--- src/rtl/spi_pkg.sv ---
// Shared types and constants for the SPI transmit scheduler.
package spi_pkg;

  localparam int SPI_WORD_BITS = 16;
  localparam int NUM_REQ       = 4;
  localparam int REQ_ID_W      = $clog2(NUM_REQ);

  typedef enum logic [1:0] {
    IDLE,
    GRANT,
    SHIFT,
    HOLD
  } spi_state_e;

  // One-hot strobe for a requester index.
  function automatic logic [NUM_REQ-1:0] req_onehot(input logic [REQ_ID_W-1:0] id);
    logic [NUM_REQ-1:0] vec;
    vec     = '0;
    vec[id] = 1'b1;
    return vec;
  endfunction

endpackage

--- src/rtl/rr_arbiter4.sv ---
// Combinational round-robin pick over four requesters. The search starts one
// past the last winner (ptr) and wraps.
module rr_arbiter4
  import spi_pkg::*;
(
  input  logic [NUM_REQ-1:0]  req,
  input  logic [REQ_ID_W-1:0] ptr,
  output logic                valid,
  output logic [REQ_ID_W-1:0] winner
);

  assign valid = |req;

  // Scan from farthest to nearest so the nearest active requester is assigned last and wins.
  always_comb begin
    winner = ptr;
    for (int k = NUM_REQ; k >= 1; k--) begin
      if (req[REQ_ID_W'(ptr + REQ_ID_W'(k))]) begin
        winner = REQ_ID_W'(ptr + REQ_ID_W'(k));
      end
    end
  end

endmodule

--- src/rtl/spi_tx_scheduler.sv ---
// Arbitrates four word requesters and frames each captured word for the SPI
// transmitter: generates cs_n, sclk (16 cycles, idle low) and a load strobe,
// then holds cs_n high for a fixed gap before the next word.
module spi_tx_scheduler
  import spi_pkg::*;
#(
  parameter int CLK_DIV    = 50,
  parameter int GAP_CYCLES = 4
) (
  input  logic                             clk,
  input  logic                             rst,
  input  logic [NUM_REQ-1:0]               req,
  input  logic [NUM_REQ*SPI_WORD_BITS-1:0] req_data,
  output logic [NUM_REQ-1:0]               ack,
  output logic [NUM_REQ-1:0]               done,
  output logic                             busy,
  output logic [REQ_ID_W-1:0]              grant_id,
  output logic                             sclk,
  output logic                             cs_n,
  output logic                             tx_req,
  output logic [SPI_WORD_BITS-1:0]         tx_data
);

  localparam logic [7:0]       DIV_TC  = 8'(CLK_DIV - 1);
  localparam logic [4:0]       EDGE_TC = 5'(SPI_WORD_BITS - 1);
  localparam int               GAP_W   = $clog2(GAP_CYCLES);
  localparam logic [GAP_W-1:0] GAP_TC  = GAP_W'(GAP_CYCLES - 1);

  spi_state_e          state, state_d;
  logic [7:0]          div_cnt;
  logic [4:0]          edge_cnt;
  logic [GAP_W-1:0]    gap_cnt;
  logic [REQ_ID_W-1:0] rr_ptr;
  logic                arb_valid;
  logic [REQ_ID_W-1:0] arb_winner;
  logic                div_tc;
  logic                last_fall;
  logic                gap_tc;

  rr_arbiter4 u_arb (
    .req    (req),
    .ptr    (rr_ptr),
    .valid  (arb_valid),
    .winner (arb_winner)
  );

  // Half-period terminal count; a toggle while sclk is high is a falling edge.
  assign div_tc    = (state == SHIFT) && (div_cnt == DIV_TC);
  assign last_fall = div_tc && sclk && (edge_cnt == EDGE_TC);
  assign gap_tc    = (state == HOLD) && (gap_cnt == GAP_TC);
  assign busy      = (state != IDLE);

  // State register.
  always_ff @(posedge clk or negedge rst) begin
    // NOTE: registers use non-blocking assignments so every flop samples pre-edge values.
    if (!rst) state <= IDLE;
    else      state <= state_d;
  end

  // Next-state logic.
  always_comb begin
    // NOTE: default first so every path assigns state_d and no latch is inferred.
    state_d = state;
    case (state)
      IDLE:    if (arb_valid) state_d = GRANT;
      GRANT:   state_d = SHIFT;
      SHIFT:   if (last_fall) state_d = HOLD;
      HOLD:    if (gap_tc) state_d = IDLE;
      default: state_d = IDLE;
    endcase
  end

  // Datapath: capture on grant, sclk/edge counting in SHIFT, gap timing in HOLD.
  always_ff @(posedge clk or negedge rst) begin
    if (!rst) begin
      ack      <= '0;
      done     <= '0;
      tx_req   <= 1'b0;
      grant_id <= '0;
      tx_data  <= '0;
      sclk     <= 1'b0;
      cs_n     <= 1'b1;
      div_cnt  <= '0;
      edge_cnt <= '0;
      gap_cnt  <= '0;
      rr_ptr   <= REQ_ID_W'(NUM_REQ - 1);
    end else begin
      ack    <= '0;
      done   <= '0;
      tx_req <= 1'b0;
      case (state)
        IDLE: begin
          if (arb_valid) begin
            grant_id <= arb_winner;
            rr_ptr   <= arb_winner;
            tx_data  <= req_data[arb_winner*SPI_WORD_BITS +: SPI_WORD_BITS];
            ack      <= req_onehot(arb_winner);
            tx_req   <= 1'b1;
            cs_n     <= 1'b0;
            div_cnt  <= '0;
            edge_cnt <= '0;
          end
        end
        SHIFT: begin
          if (div_tc) begin
            div_cnt <= '0;
            sclk    <= ~sclk;
            if (sclk) begin
              if (edge_cnt == EDGE_TC) begin
                // Sixteenth falling edge: close the frame and start the gap.
                edge_cnt       <= '0;
                cs_n           <= 1'b1;
                done[grant_id] <= 1'b1;
                gap_cnt        <= '0;
              end else begin
                edge_cnt <= edge_cnt + 5'd1;
              end
            end
          end else begin
            div_cnt <= div_cnt + 8'd1;
          end
        end
        HOLD: begin
          if (!gap_tc) gap_cnt <= gap_cnt + 1'b1;
        end
        default: ;
      endcase
    end
  end

endmodule

--- config.mk ---
export PLATFORM = sky130hd
export DESIGN_NAME = spi_tx_scheduler
export DESIGN_NICKNAME = d
export VERILOG_FILES = /design/src/rtl/spi_pkg.sv /design/src/rtl/rr_arbiter4.sv /design/src/rtl/spi_tx_scheduler.sv
export SDC_FILE = /design/constraint.sdc
export NUM_CORES = 1
export LEC_CHECK = 0
export CORE_ASPECT_RATIO = 1.5
export CORE_MARGIN = 2
export CORE_UTILIZATION = 44
export CTS_CLUSTER_SIZE = 14
export DETAILED_ROUTE_END_ITERATION = 12
export PLACE_DENSITY = 0.91
export SKIP_LAST_GASP = 1
export SLEW_MARGIN = 20
export SYNTH_ARGS = -nofsm -noshare
export SYNTH_HDL_FRONTEND = slang
export SYNTH_HIERARCHICAL = 1
export SYNTH_SLANG_ARGS = --single-unit
export TNS_END_PERCENT = 100
--- constraint.sdc ---
create_clock -name clk -period 2.97 [get_ports clk]
set_clock_uncertainty 0.05 [all_clocks]
set_input_delay 0.594 -clock clk [delete_from_list [all_inputs] [get_ports clk]]
set_output_delay 0.594 -clock clk [all_outputs]
set_load 0.03 [all_outputs]
==> flow_metrics.tcl <==
set metrics [dict create \
    status "complete, no violations" \
    cp_slowest_cell "clkdlybuf4s50_1" \
    synth_ff_type "dfrtp_1" \
    cts_tree "yes" \
    swShare_pct 41.11 \
    ys_top_cells_by_count "dfrtp_1 (45), nand2_1 (21), mux2_2 (18)" \
    required_ps 2330 \
    wl_per_cell_microns 16.13 \
    cts.sinks 48 \
    dp_hpwl_microns 5169 \
    drv_cap 0 \
    n_antenna_cell 0 \
    tightest_slew_ps 602.8 \
    htreeDepth 2 \
    synthMuxAreaShare_pct 23.10 \
    route.vias.total 2184 \
    synth_top_area_cell "dfrtp_1" \
    cts_resized 0 \
    holdWs_ps 237.3 \
    max_freq_ghz 0.3962 \
    grt_max_degree 28 \
    cp-start-kind "flop" \
    ys_seq_area_share_pct 46.93 \
    syn_nets 294 \
    power_density_mw_per_mm2 948.2 \
    cts_root_buffer "clkbuf_8" \
    rows 34 \
    synth_most_common_cell "dfrtp_1" \
    drv_slew 0 \
    post_cts_buffers 0 \
    core_area_sq_mm 0.005700 \
    path_cells "inv_1 -> ha_1 -> inv_1 -> clkdlybuf4s50_1" \
    critical_path_class "reg2out" \
    wl_microns 6371 \
    cts.clk_slew.worst_paths_ps 90 \
    first_global_vias 2399 \
    numCtsBuffers 5 \
    layout-drive-gt1-share_pct 17.65 \
    io_pins 100 \
    grt_usage_pct 21.80 \
    grt_pass1_wl_microns 10940 \
    relSlewSlack_pct 59.82 \
    gp_congestion 0.7923 \
    nets 399 \
    cts_buffer_depth 2 \
    p_switching_mw 1.469 \
    yosysWarnings 6 \
    ys_types 41 \
    comb_power_share_pct 58.0 \
    power.leakage_nw 1.553 \
    dpl_worst_slack_ps 218.6 \
    synthArstFlopShare_pct 100.0 \
    syn_inst 217 \
    syn_avg_cell_area_sq_um 11.83 \
    pwr-share-clk_pct 11.6 \
    cp_data_arrival_time_ps 1880 \
    synth_top_area_share_pct 43.86 \
    rsz0062_at_grt "no" \
    period_share_pct 84.99 \
    critPathBufInv 3 \
    initial_core_util_pct 45.04 \
    synth_top_family_by_area "multiplexers" \
    synth_area_leaders "dfrtp_1 (44%), mux4_2 (14%), mux2_2 (7.9%)" \
    drtIter0Drc 91 \
    synthAdderAreaFrac_pct 3.411 \
    power.total_mw 3.572 \
    grt_overflow 0 \
    synth_edf_count 0 \
    hold_class "in2async" \
    hold_viol 0 \
    synth_area_sq_mm 0.002567 \
    vias_per_cell 5.529 \
    cpPeakStageDelay_ps 700 \
    synth-xor-area-share_pct 2.729 \
    power.internal_mw 2.104 \
    synth_compound_area_share_pct 6.287 \
    cts_hold_buf 0 \
    antenna_left 0 \
    worst_slack_ps 445.9 \
    crit_top_cell "inv_1" \
    path_max_fanout 5 \
    endpoint_kind "output pin" \
    finalSetupViolCount 0 \
    die_y_microns 97.56 \
    io_buffers 99 \
    antenna_found_initial 0 \
    seq_power_share_pct 30.5 \
    drc 0 \
    fin_crit_ps 2524 \
    path_delay_family "buffers and inverters" \
    die_area_sq_mm 0.006475 \
    ir_worst_vdd_v 0.0006018 \
    chipWidth_microns 66.37 \
    insertion_delay_ps 310 \
    drtPass1Iterations 4 \
    synthToLayoutAreaGrowth_pct 46.73 \
    synth-simple-area-share_pct 14.18 \
    tns_ps 0 \
    ys_ff_latch 48 \
]
==> flip-flops by register name, indices dropped and copies added, names as in the netlist, 2 cells and up <==
name / cells
gap_cnt: 2
edge_cnt: 5
tx_data: 16
rr_ptr: 2
ack: 4
grant_id: 2
done: 4
state: 2
div_cnt: 8
==> worst reg2reg max path, delay by kind of cell (launching register included) <==
family                   cells  cell delay, ps
buffers and inverters        1             190
AND/OR/NAND/NOR              2             990
multiplexers                 1             130
adder cells (fa/ha/maj)      1             180
AO/OA/AOI/OAI                1             410
flip-flops                   1             490
==> layer usage <==
metal  share of wire [%]  up-vias  GRT usage, %
met4                 4.0        0         10.20
met2                  56       86         38.31
li1                    -     1000             -
met5                   0        -             0
met1                  34     1077         24.36
met3                 5.3       21         4.519
==> cell usage in the layout (no fill, tap or decap), drive strengths merged, types with 2 or more instances in the layout <==
master and count:
clkdlybuf4s50 98, dfrtp 45, nand2 21, mux2 18, nor2 16, mux4 16
inv 11, buf 10, nand3 7, ha 7, nor3 6, clkbuf 6
or4 5, nor4 4, xnor2 4, xor2 4, o21ai 4, a21oi 4
and2 3, nand2b 3, mux2i 3, dfstp 3, o31ai 2, nand4 2
nor2b 2, a31oi 2, clkinvlp 2
==> area by class of cell <==
type	instances	area (sq um)
Fill cell	416	1933
Multi-Input combinational cell	148	1280
Sequential cell	48	1205
Timing Repair Buffer	108	1054
Tap cell	72	90.09
Clock buffer	6	82.58
Inverter	11	41.29
Clock inverter	2	15.01
==> power groups by stage <==
| stage | registers (mW) | logic [mW] | clock network, mW |
|---|---|---|---|
| 3_3_place_gp | 1.08 | 2.01 | 0 |
| 3_5_place_dp | 1.10 | 2.08 | 0 |
| 6_report | 1.09 | 2.07 | 0.413 |
| 4_1_cts | 1.09 | 2.09 | 0.423 |
| 5_1_grt | 1.13 | 2.23 | 0.448 |
| 2_1_floorplan | 1.37 | 1.07 | 0 |
==> logic make-up after synthesis <==
logic type / after synthesis
adders and majority gates: 7
xor gates and xnor gates: 8
and+or+nand+nor: 73
muxes: 37
DFF: 48
buffers and inverters: 21
AOI/OAI and AO/OA: 23
==> stage by stage <==
step / utilization [%] / cell area [sq um] / instances
global route: 66.09 / 3767 / 395
CTS: 66.09 / 3767 / 395
global placement: 64.38 / 3670 / 387
detailed placement: 64.38 / 3670 / 387
finish: 66.09 / 3767 / 395
floorplan: - / 2567 / 217
==> worst paths after layout <==
kind                                   startpoint                 endpoint  slack [ps]  cells past startpoint
setup / recovery             state[0]$_DFFE_PN0P_                     busy         450                      4
hold reg to reg             rr_ptr[0]$_DFFE_PN1P_    rr_ptr[0]$_DFFE_PN1P_         440                      2
hold / removal                                rst         tx_req$_DFF_PN0_         240                      1
min in group clk            rr_ptr[0]$_DFFE_PN1P_    rr_ptr[0]$_DFFE_PN1P_         440                      2
setup reg to reg           div_cnt[0]$_DFFE_PN0P_  edge_cnt[3]$_DFFE_PN0P_         460                      6
max in group asynchronous                     rst         cs_n$_DFFE_PN1P_        1860                      2
Power figures use the tool's default switching activity.
